$ cat src/rtl/change_dispenser.sv
// change_dispenser: pays out a change amount one coin at a time.
// The amount is split greedily into $5, $1, 25c, 10c and 5c coins, skipping
// denominations whose tube is empty. Each coin goes to the eject mechanism
// over a valid/ack handshake. Per-denomination tallies, the unpaid remainder
// and a short flag hold for the change display until the next request.
module change_dispenser #(
  parameter int AMT_W   = 10,
  parameter int TALLY_W = 4
) (
  input  logic               clk,
  input  logic               reset,
  input  logic               req_valid,
  input  logic [AMT_W-1:0]   req_amount,
  output logic               req_ready,
  input  logic               abort,
  input  logic [4:0]         stock_empty,
  output logic               coin_valid,
  output logic [2:0]         coin_sel,
  input  logic               coin_ack,
  output logic               busy,
  output logic               done,
  output logic               short,
  output logic [AMT_W-1:0]   remaining,
  output logic [TALLY_W-1:0] tally_five,
  output logic [TALLY_W-1:0] tally_dollar,
  output logic [TALLY_W-1:0] tally_quarter,
  output logic [TALLY_W-1:0] tally_dime,
  output logic [TALLY_W-1:0] tally_nickel
);

  typedef enum logic [1:0] {
    S_IDLE,
    S_SELECT,
    S_WAIT_ACK,
    S_DONE
  } state_t;

  // Denomination codes; the code doubles as the stock_empty bit index.
  localparam logic [2:0] SEL_NICKEL  = 3'd0;
  localparam logic [2:0] SEL_DIME    = 3'd1;
  localparam logic [2:0] SEL_QUARTER = 3'd2;
  localparam logic [2:0] SEL_DOLLAR  = 3'd3;
  localparam logic [2:0] SEL_FIVE    = 3'd4;

  localparam logic [TALLY_W-1:0] TALLY_MAX = '1;

  state_t state;
  state_t state_next;

  // Tally per denomination, indexed by coin code.
  logic [TALLY_W-1:0] tally [5];

  logic               pick_found;
  logic [2:0]         pick_sel;
  logic [AMT_W-1:0]   rem_after_ack;

  // Cent value of a denomination code.
  function automatic logic [AMT_W-1:0] coin_value(input logic [2:0] sel);
    case (sel)
      SEL_FIVE:    coin_value = AMT_W'(500);
      SEL_DOLLAR:  coin_value = AMT_W'(100);
      SEL_QUARTER: coin_value = AMT_W'(25);
      SEL_DIME:    coin_value = AMT_W'(10);
      SEL_NICKEL:  coin_value = AMT_W'(5);
      default:     coin_value = '0;
    endcase
  endfunction

  // Greedy pick: largest stocked coin not exceeding what is still owed.
  always_comb begin
    // NOTE: every combinational output gets a default first so no path leaves it unassigned (which would infer a latch).
    pick_found = 1'b0;
    pick_sel   = SEL_NICKEL;
    for (int i = 4; i >= 0; i--) begin
      if (!pick_found && !stock_empty[i] && (remaining >= coin_value(3'(i)))) begin
        pick_found = 1'b1;
        pick_sel   = 3'(i);
      end
    end
  end

  // Amount left once the coin currently on offer is acknowledged.
  assign rem_after_ack = remaining - coin_value(coin_sel);

  // State register.
  always_ff @(posedge clk or posedge reset) begin
    // NOTE: sequential state uses non-blocking assignments so every register samples pre-edge values.
    if (reset) state <= S_IDLE;
    else       state <= state_next;
  end

  // Next-state logic; abort only matters while a payout is in progress.
  always_comb begin
    state_next = state;
    case (state)
      S_IDLE: begin
        if (req_valid) state_next = S_SELECT;
      end
      S_SELECT: begin
        if (abort)           state_next = S_DONE;
        else if (pick_found) state_next = S_WAIT_ACK;
        else                 state_next = S_DONE;
      end
      S_WAIT_ACK: begin
        if (coin_ack)   state_next = abort ? S_DONE : S_SELECT;
        else if (abort) state_next = S_DONE;
      end
      S_DONE: state_next = S_IDLE;
      default: state_next = S_IDLE;
    endcase
  end

  // Payout datapath: remainder, selected coin, short flag and tallies.
  always_ff @(posedge clk or posedge reset) begin
    if (reset) begin
      remaining <= '0;
      coin_sel  <= SEL_NICKEL;
      short     <= 1'b0;
      for (int i = 0; i < 5; i++) tally[i] <= '0;
    end else begin
      case (state)
        S_IDLE: begin
          if (req_valid) begin
            remaining <= req_amount;
            short     <= 1'b0;
            for (int i = 0; i < 5; i++) tally[i] <= '0;
          end
        end
        S_SELECT: begin
          if (abort)           short    <= (remaining != '0);
          else if (pick_found) coin_sel <= pick_sel;
          else                 short    <= (remaining != '0);
        end
        S_WAIT_ACK: begin
          if (coin_ack) begin
            remaining <= rem_after_ack;
            for (int i = 0; i < 5; i++) begin
              if ((coin_sel == 3'(i)) && (tally[i] != TALLY_MAX))
                tally[i] <= tally[i] + TALLY_W'(1);
            end
            if (abort) short <= (rem_after_ack != '0);
          end else if (abort) begin
            short <= (remaining != '0);
          end
        end
        default: ;
      endcase
    end
  end

  // Handshake and status decode straight from state, so reset drops coin_valid at once.
  assign req_ready  = (state == S_IDLE);
  assign busy       = (state != S_IDLE);
  assign coin_valid = (state == S_WAIT_ACK);
  assign done       = (state == S_DONE);

  assign tally_nickel  = tally[SEL_NICKEL];
  assign tally_dime    = tally[SEL_DIME];
  assign tally_quarter = tally[SEL_QUARTER];
  assign tally_dollar  = tally[SEL_DOLLAR];
  assign tally_five    = tally[SEL_FIVE];

endmodule
$ cat config.mk
export PLATFORM = sky130hd
export DESIGN_NAME = change_dispenser
export DESIGN_NICKNAME = d
export VERILOG_FILES = /design/src/rtl/change_dispenser.sv
export SDC_FILE = /design/constraint.sdc
export NUM_CORES = 1
export LEC_CHECK = 0
export CAP_MARGIN = 30
export CELL_PAD_IN_SITES_DETAIL_PLACEMENT = 0
export CELL_PAD_IN_SITES_GLOBAL_PLACEMENT = 2
export CORE_MARGIN = 4
export CORE_UTILIZATION = 30
export DETAILED_ROUTE_END_ITERATION = 6
export PLACE_DENSITY = 0.83
export SYNTH_ARGS = -nofsm -noshare
export SYNTH_HDL_FRONTEND = slang
export SYNTH_SLANG_ARGS = --single-unit
$ cat constraint.sdc
create_clock -name clk -period 5.63 [get_ports clk]
set_input_delay 1.126 -clock clk [delete_from_list [all_inputs] [get_ports clk]]
set_output_delay 1.126 -clock clk [all_outputs]
set_load 0.01 [all_outputs]
==> out/results.txt, run 1 <==
Once the clock tree was built, the setup fixing pass inserted 0 buffers. In this run the remaining antenna-violating nets after routing total 0. The peak supply drop was 0.176 mV; the clock transition at the register clock pins on the worst setup and hold paths after CTS was 0.08 ns. The per-cell via count in the routed design was 5.02. The total power is 1.98 mW, and the worst clock skew on the final layout is 0.00684 ns.

The die covers 0.00989 mm^2. The worst setup path is captured at a flop. The total global routing overflow is 0, and the via count is 2227. The I/O pin count was 58; the synthesis-to-layout area growth was 30.1%.

For the post-DP HPWL, the log shows 4860 um. Summing all multi-input logic gate instances after layout gives 0.00152 mm^2. The gate count after technology mapping is 283, and the count of filler cells inserted in the layout is 840.

The logs give 0.946 mW for the net load switching power and 901 um^2 for the area taken by flip-flops and latches. Initial antenna violation count: 0. The tools report the portion of total power attributed to the clock network as 0.090.

The run finished with clean final reports. The library cells used most frequently in the layout, excluding fill and tap cells, are 57 x sky130_fd_sc_hd__clkdlybuf4s50_1, 36 x sky130_fd_sc_hd__dfrtp_1, 33 x sky130_fd_sc_hd__nor2_1. CTS placed an instance of sky130_fd_sc_hd__clkbuf_8 at the clock tree root.

The worst register-to-register path begins at coin_sel[1]$_DFFE_PP0P_. The number of buffers created by CTS is 5. For the initial cell density of the core, the log shows 0.307. The number of clock sinks is 36, and the cts-stage hold buffer count is 0. The tool flagged a number of max-cap violations equal to 0. The cell repeated most along the worst path is sky130_fd_sc_hd__nor4_1. The run gives 0 as the number of antenna cells inserted.

The clock tree synthesis step divided the H-tree into 2 levels. The tools report the number of buffers on the longest clock path as 2. Internal power comes to 1.03 mW.

For the proportion of power drawn by combinational gates, the log shows 0.654. For the pin count of the biggest net entering global routing, the log shows 37. The core region is 0.00818 mm^2. The largest single stage delay on the critical path is 0.52 ns. Static timing analysis puts the maximum clock frequency at 0.298 GHz. The startpoint of the lowest-slack hold path is short$_DFFE_PP0P_. TritonCTS built the clock tree. The proportion of layout cells with a drive suffix above 1 works out to 0.0531.

The total routing resource utilization after global routing is 0.139. Yosys printed 0 warnings. The run gives 0.256 as the proportion of power drawn by flip-flops and latches. In this run the core area contains 33 standard-cell rows. In this run the power density over the cells is 607 mW/mm^2.

Setup repair after global routing left no endpoint under its margin. In this run, distinct cell masters in the synthesized netlist total 53. After synthesis, the mean cell area works out to 8.86 um^2. For the worst-skew pair, the clock arrives at the later sink with an insertion delay of 0.28 ns.

For the worst setup path, the data arrival time is 3.51 ns. By startpoint and endpoint, the worst setup path is classified as reg -> reg. Post-CTS repair changed the size of 0 cells.

At the end of the flow, the number of nets in the layout was 378. The run gives 112 as the DRC violation total after the first TritonRoute iteration. From bottom edge to top edge, the die measures 99.4 um.

The first detailed-routing pass ran for 4 iterations. The leakage dissipation was 1.35 nW; the number of enable-type register cells in the synthesized netlist was 0. Synthesis inferred 36 register bits. The count of buffers added on input and output ports is 57.

The share of the clock period used by the worst path was 0.596; the number of global-route vias before repair was 2159. In the final routed layout, each cell accounts on average for 15.1 um. The final number of max-transition violations was 0. Traced cell by cell, the critical path runs through or3b_1 > fa_1 > a211oi_2 > nor2_1 > xor2_1 > nor4_1 > nand3b_1 > nor4_1 > o41ai_2. The time the worst path needs with I/O delays and setup was 3.36 ns; the combined area of all synthesized cells was 0.00251 mm^2. Tracing the worst setup path back leads to its startpoint at coin_sel[1]$_DFFE_PP0P_.

Setup violations remaining at the end of the flow were counted as 0. In the synthesized netlist the dominant register cell turns out to be sky130_fd_sc_hd__dfrtp_1. Summed over all layers, the routed wires come to 6700 um. The library cell used most frequently in the layout, excluding fill and tap cells, is sky130_fd_sc_hd__clkdlybuf4s50_1.

For the relative slew slack, the log shows 0.398. The number of endpoints with negative hold slack in the final report is 0. Along the worst path, the maximum fanout reaches 9. STA puts the critical path data required time at 5.79 ns. In the routed design, unresolved DRC markers number 0. The post-synthesis async set-or-reset flop share is 1.00.

Synthesis produced a netlist with a net count of 322. At the pin with the least slew margin, the transition time is 0.904 ns. The fraction of the yosys area taken by sequential cells was 0.359. In this run the worst hold path is classified as reg -> reg. The startpoint class of the critical path was a flop. For the last weighted congestion value of the routability-driven placer, the log shows 0.818. On the critical path, the stage with the largest delay is an instance of sky130_fd_sc_hd__dfrtp_1. The wire length of the first global-routing pass came out at 11200 um. The die width is 99.4 um, and the final sum of negative setup slack is 0 ns. The net switching fraction of the power came out at 0.478.
logic make-up after synthesis:
| logic type | share of synthesized area |
|---|---|
| buf+inv | 0.0354 |
| mux | 0.0539 |
| flops | 0.359 |
| xor+xnor | 0.0594 |
| fa+ha+maj | 0.0978 |
| simple gates | 0.207 |
| compound gates | 0.187 |
cell usage after synthesis (2+ instances only):
| library cell | count | share of area |
|---|---|---|
| sky130_fd_sc_hd__a211oi_1 | 2 | 0.0060 |
| sky130_fd_sc_hd__a21o_1 | 2 | 0.0060 |
| sky130_fd_sc_hd__a21oi_1 | 13 | 0.026 |
| sky130_fd_sc_hd__a311oi_1 | 2 | 0.0070 |
| sky130_fd_sc_hd__a31o_1 | 2 | 0.0070 |
| sky130_fd_sc_hd__a31oi_1 | 3 | 0.0075 |
| sky130_fd_sc_hd__buf_2 | 2 | 0.0040 |
| sky130_fd_sc_hd__clkbuf_1 | 8 | 0.012 |
| sky130_fd_sc_hd__dfrtp_1 | 36 | 0.36 |
| sky130_fd_sc_hd__ha_1 | 18 | 0.090 |
| sky130_fd_sc_hd__inv_1 | 13 | 0.019 |
| sky130_fd_sc_hd__mux2_1 | 3 | 0.013 |
| sky130_fd_sc_hd__mux2i_1 | 9 | 0.036 |
| sky130_fd_sc_hd__nand2_1 | 24 | 0.036 |
| sky130_fd_sc_hd__nand2b_1 | 6 | 0.015 |
| sky130_fd_sc_hd__nand3_1 | 13 | 0.026 |
| sky130_fd_sc_hd__nand3b_1 | 3 | 0.0090 |
| sky130_fd_sc_hd__nand4_1 | 5 | 0.012 |
| sky130_fd_sc_hd__nor2_1 | 33 | 0.049 |
| sky130_fd_sc_hd__nor2b_1 | 3 | 0.0075 |
| sky130_fd_sc_hd__nor3_1 | 3 | 0.0060 |
| sky130_fd_sc_hd__nor4_1 | 3 | 0.0075 |
| sky130_fd_sc_hd__o211ai_1 | 2 | 0.0060 |
| sky130_fd_sc_hd__o21a_1 | 2 | 0.0060 |
| sky130_fd_sc_hd__o21ai_0 | 28 | 0.056 |
| sky130_fd_sc_hd__o21ai_1 | 2 | 0.0040 |
| sky130_fd_sc_hd__o311ai_1 | 2 | 0.0070 |
| sky130_fd_sc_hd__xnor2_1 | 6 | 0.021 |
| sky130_fd_sc_hd__xor2_1 | 11 | 0.038 |
final cells by class:
cell class | instances | area share
well taps | 105 | 0.0403
clock buffers | 6 | 0.0222
multi-input cells | 224 | 0.465
repair buffers | 59 | 0.179
inverters | 13 | 0.0150
clock inverters | 1 | 0.00153
flip-flops and latches | 36 | 0.276
worst max-delay path, delay by kind of cell (launching register included):
| kind | cells | cell delay, ns |
|---|---|---|
| AND/OR/NAND/NOR | 5 | 1.60 |
| AO/OA/AOI/OAI | 2 | 0.47 |
| XOR/XNOR | 1 | 0.16 |
| flip-flops | 1 | 0.52 |
| adder cells (fa/ha/maj) | 1 | 0.48 |
routing by layer:
| layer | part of all wire | wire length, um | vias to the layer above | GRT usage |
|---|---|---|---|---|
| met5 | 0 | 0 | - | 0 |
| met4 | 0.0079 | 53 | 0 | 0.0284 |
| met3 | 0.051 | 344 | 4 | 0.0344 |
| met2 | 0.44 | 2960 | 54 | 0.207 |
| met1 | 0.50 | 3340 | 1046 | 0.204 |
| li1 | - | - | 1123 | - |
final timing paths:
path	end	slack, ns	cells after the start
min reg2reg	short$_DFFE_PP0P_	0.51	2
max reg2reg	short$_DFFE_PP0P_	2.27	9
max in group asynchronous	state[1]$_DFFE_PP0P_	4.05	3
min	short$_DFFE_PP0P_	0.51	2
min in group asynchronous	tally_nickel[1]$_DFFE_PP0P_	1.25	3
max	short$_DFFE_PP0P_	2.27	9
power by group through the flow:
stage | Sequential (mW) | Combinational (mW) | Clock [mW]
after floorplan | 0.486 | 0.910 | 0
after global placement | 0.515 | 1.30 | 0
after detailed placement | 0.512 | 1.30 | 0
after CTS | 0.507 | 1.31 | 0.186
after global routing | 0.527 | 1.46 | 0.199
final | 0.507 | 1.29 | 0.179
per-stage QoR:
| step | hold slack [ns] | cell area (um^2) | worst slack (ns) | util | instances |
|---|---|---|---|---|---|
| 3_5_place_dp | 0.499 | 3190 | 2.00 | 0.390 | 437 |
| 3_3_place_gp | 0.486 | 3190 | 2.04 | 0.390 | 437 |
| 5_1_grt | 0.555 | 3260 | 1.93 | 0.399 | 444 |
| 6_report | 0.506 | 3260 | 2.27 | 0.399 | 444 |
| 4_1_cts | 0.518 | 3260 | 2.17 | 0.399 | 444 |
| 2_1_floorplan | 0.530 | 2510 | 2.80 | - | 283 |
registers in the layout, summed over array words and instances (netlist names):
register / cells
short: 1
remaining: 10
tally_dime: 4
state: 2
tally_nickel: 4
coin_sel: 3
tally_quarter: 4
tally_five: 4
tally_dollar: 4
No activity file was read; power rests on OpenSTA's default activity.
==> run 2: changes to the inputs <==
--- a/config.mk
+++ b/config.mk
@@ -9,9 +9,9 @@
 export CELL_PAD_IN_SITES_DETAIL_PLACEMENT = 0
 export CELL_PAD_IN_SITES_GLOBAL_PLACEMENT = 2
 export CORE_MARGIN = 4
-export CORE_UTILIZATION = 30
+export CORE_UTILIZATION = 27
 export DETAILED_ROUTE_END_ITERATION = 6
-export PLACE_DENSITY = 0.83
+export PLACE_DENSITY = 0.79
 export SYNTH_ARGS = -nofsm -noshare
 export SYNTH_HDL_FRONTEND = slang
 export SYNTH_SLANG_ARGS = --single-unit
==> constraint.sdc (replaced) <==
create_clock -name clk -period 3 [get_ports clk]
set_input_delay 0.6 -clock clk [delete_from_list [all_inputs] [get_ports clk]]
set_output_delay 0.6 -clock clk [all_outputs]
set_load 0.01 [all_outputs]
==> out/results.txt, run 2 (synthesis gave the netlist of run 1 again) <==
Total power for the finished layout comes to 3.99 mW. The run gives 5600 um as the post-DP HPWL. Data on the critical path is required at its endpoint by 3.19 ns.

Path type of the worst min-delay path: reg -> reg. Setup repair after global routing left no endpoint under its margin. Initial cell density of the core: 0.282.

0 antenna diodes ended up in the layout. The logs give 4 for the iteration count of the initial detailed-routing pass and 0 for the final number of max-transition violations. In the final routed layout, each cell accounts on average for 15.6 um. The most heavily used metal layer in global routing was met2. Counting along the longest clock path gives a buffer depth of 2. The total global routing overflow came out at 0. The share of the clock period used by the worst path is 0.926. The worst setup path is launched from a flop. For this run, the top clock speed supported by timing is 0.360 GHz.

Setup violations remaining at the end of the flow were counted as 0. The first global-routing pass estimated 12100 um of wire. The total routing resource utilization after global routing is 0.137. Across the run, the number of max-cap violations was 0. The tools report the remaining number of nets flagged by the antenna check after routing as 0. In the layout the commonest cells are 57 x sky130_fd_sc_hd__clkdlybuf4s50_1, 36 x sky130_fd_sc_hd__dfrtp_1, 33 x sky130_fd_sc_hd__nor2_1. The H-tree was split into 2 levels. The proportion of layout cells with a drive suffix above 1 works out to 0.0986.

The library cell used most frequently in the layout, excluding fill and tap cells, is sky130_fd_sc_hd__clkdlybuf4s50_1. Clock tree synthesis inserted a total of 5 buffers. The worst clock skew on the final layout was 0.00515 ns; the power density over the cells was 1170 mW/mm^2.

The core box area was 0.00889 mm^2; the synthesis-to-layout area growth was 35.7%. The clock transition at the register clock pins on the worst setup and hold paths after CTS is 0.08 ns. The worst setup path is captured at a flop. The run gives 1.43 nW as the leakage dissipation. The later pin in the worst-skew pair is clocked with a latency of 0.29 ns. The area of the die came out at 0.0109 mm^2. The run finished with clean final reports. The data arrival time of the critical path was 2.97 ns; the I/O pin count was 58. The tools report the cell row count as 34. The relative slew slack is 0.676. The tools report the global routing usage on met1 as 0.189. At the end of routability-driven placement, the weighted congestion stood at 0.818. The met2 usage was 0.206; the number of endpoints with negative hold slack in the final report was 0. The number of global-route vias before repair is 2332, and the time the worst path needs with I/O delays and setup is 2.78 ns. TritonCTS built the clock tree.

In the routed design, unresolved DRC markers number 0. Counting flops per register, the top entry is remaining. The DRC violation total after the first TritonRoute iteration was 71. The die is 104 um wide. The number of clock sinks was 36. Initial antenna violation count: 0. The critical path in this run is classified as reg -> reg. The tools report the post-route worst hold slack as 0.535 ns.

After the last flow step, the layout net total stands at 393. Along the worst path, the maximum fanout reaches 5. The routed design has 7210 um of wire. The routed layout has 2308 vias.

The met3 track demand over resource in global routing was 0.0447; the number of port buffers was 57. Entering global routing, the biggest net connects 37 pins. The per-cell via count in the routed design was 4.98; the peak supply drop was 0.300 mV. The final design utilization is 0.383, and the transition at the pin with the smallest max-transition slack is 0.487 ns.

The register with the most flip-flops in the layout has 10 of them. The filler cells instantiated in the layout total 915. Setup total negative slack on the finished layout was measured at 0 ns. The clock root buffer is sky130_fd_sc_hd__clkbuf_8. Cts-stage hold buffer count: 0. In this run the vertical extent of the chip is 104 um.
## run 2: changes by cell type in the layout (fill, tap and decap cells not counted), sizes merged
cell and change:
clkinv -1, buf +15, clkbuf +2
## run 2: power by group
part           internal [mW]  total, mW  switching (mW)
combinational           1.27       2.73            1.46
sequential             0.651      0.895           0.245
clock                  0.188      0.365           0.177
## run 2: cell type report
class / instances / area (um^2) / area share
multi-input cells: 224 / 1530 / 0.450
flip-flops and latches: 36 / 901 / 0.265
repair buffers: 74 / 698 / 0.205
well taps: 108 / 135 / 0.0397
clock buffers: 8 / 90.1 / 0.0265
inverters: 13 / 48.8 / 0.0143
## run 2: path summary, 6_finish.rpt
check	cells after the start	slack (ns)	to	start
max in group asynchronous	3	1.94	tally_dollar[0]$_DFFE_PP0P_	reset
min	1	0.54	tally_dollar[0]$_DFFE_PP0P_	tally_dollar[0]$_DFFE_PP0P_
max	13	0.22	short$_DFFE_PP0P_	coin_sel[2]$_DFFE_PP0P_
max reg2reg	13	0.22	short$_DFFE_PP0P_	coin_sel[2]$_DFFE_PP0P_
min reg2reg	1	0.54	tally_dollar[0]$_DFFE_PP0P_	tally_dollar[0]$_DFFE_PP0P_
min in group asynchronous	3	0.72	tally_nickel[0]$_DFFE_PP0P_	reset
## run 2: per-layer routing
layer  vias up  routed length [um]
met4         0                  64
met5         -                   0
li1       1155                   -
met1      1074                3490
met2        72                3130
met3         7                 529
## run 2: repair_timing
action / 4_1_cts / 5_1_grt
resized for setup: 0 / 2
setup buffers: 0 / 1
hold endpoints to repair: 0 / 0
endpoints found under the setup margin: 0 / 1
## run 2: metrics by stage
step	cells	setup slack [ns]	cell area, um^2
CTS	462	0.0296	3380
finish	463	0.221	3400
global placement	454	0.149	3290
detailed placement	454	0.0620	3290
floorplan	283	0.165	2510
global route	463	0.0207	3400
## run 2: worst max-delay path: stages, from the launching register on
cell                       delay (ns)
sky130_fd_sc_hd__dfrtp_1         0.40
sky130_fd_sc_hd__buf_4           0.15
sky130_fd_sc_hd__nor2_1          0.15
sky130_fd_sc_hd__ha_1            0.19
sky130_fd_sc_hd__inv_1           0.05
sky130_fd_sc_hd__fa_1            0.41
sky130_fd_sc_hd__a211oi_2        0.25
sky130_fd_sc_hd__buf_4           0.16
sky130_fd_sc_hd__o21bai_1        0.07
sky130_fd_sc_hd__a21oi_1         0.17
sky130_fd_sc_hd__xnor2_1         0.15
sky130_fd_sc_hd__nand3b_1        0.16
sky130_fd_sc_hd__nor4_2          0.06
sky130_fd_sc_hd__o41ai_2         0.32
==> run 3: changes to the inputs <==
--- a/config.mk
+++ b/config.mk
@@ -12,6 +12,7 @@
 export CORE_UTILIZATION = 27
 export DETAILED_ROUTE_END_ITERATION = 6
 export PLACE_DENSITY = 0.79
+export SLEW_MARGIN = 0
 export SYNTH_ARGS = -nofsm -noshare
 export SYNTH_HDL_FRONTEND = slang
 export SYNTH_SLANG_ARGS = --single-unit
==> results of run 3 <==
The final DEF is identical to that of run 2; final timing and power are the same.
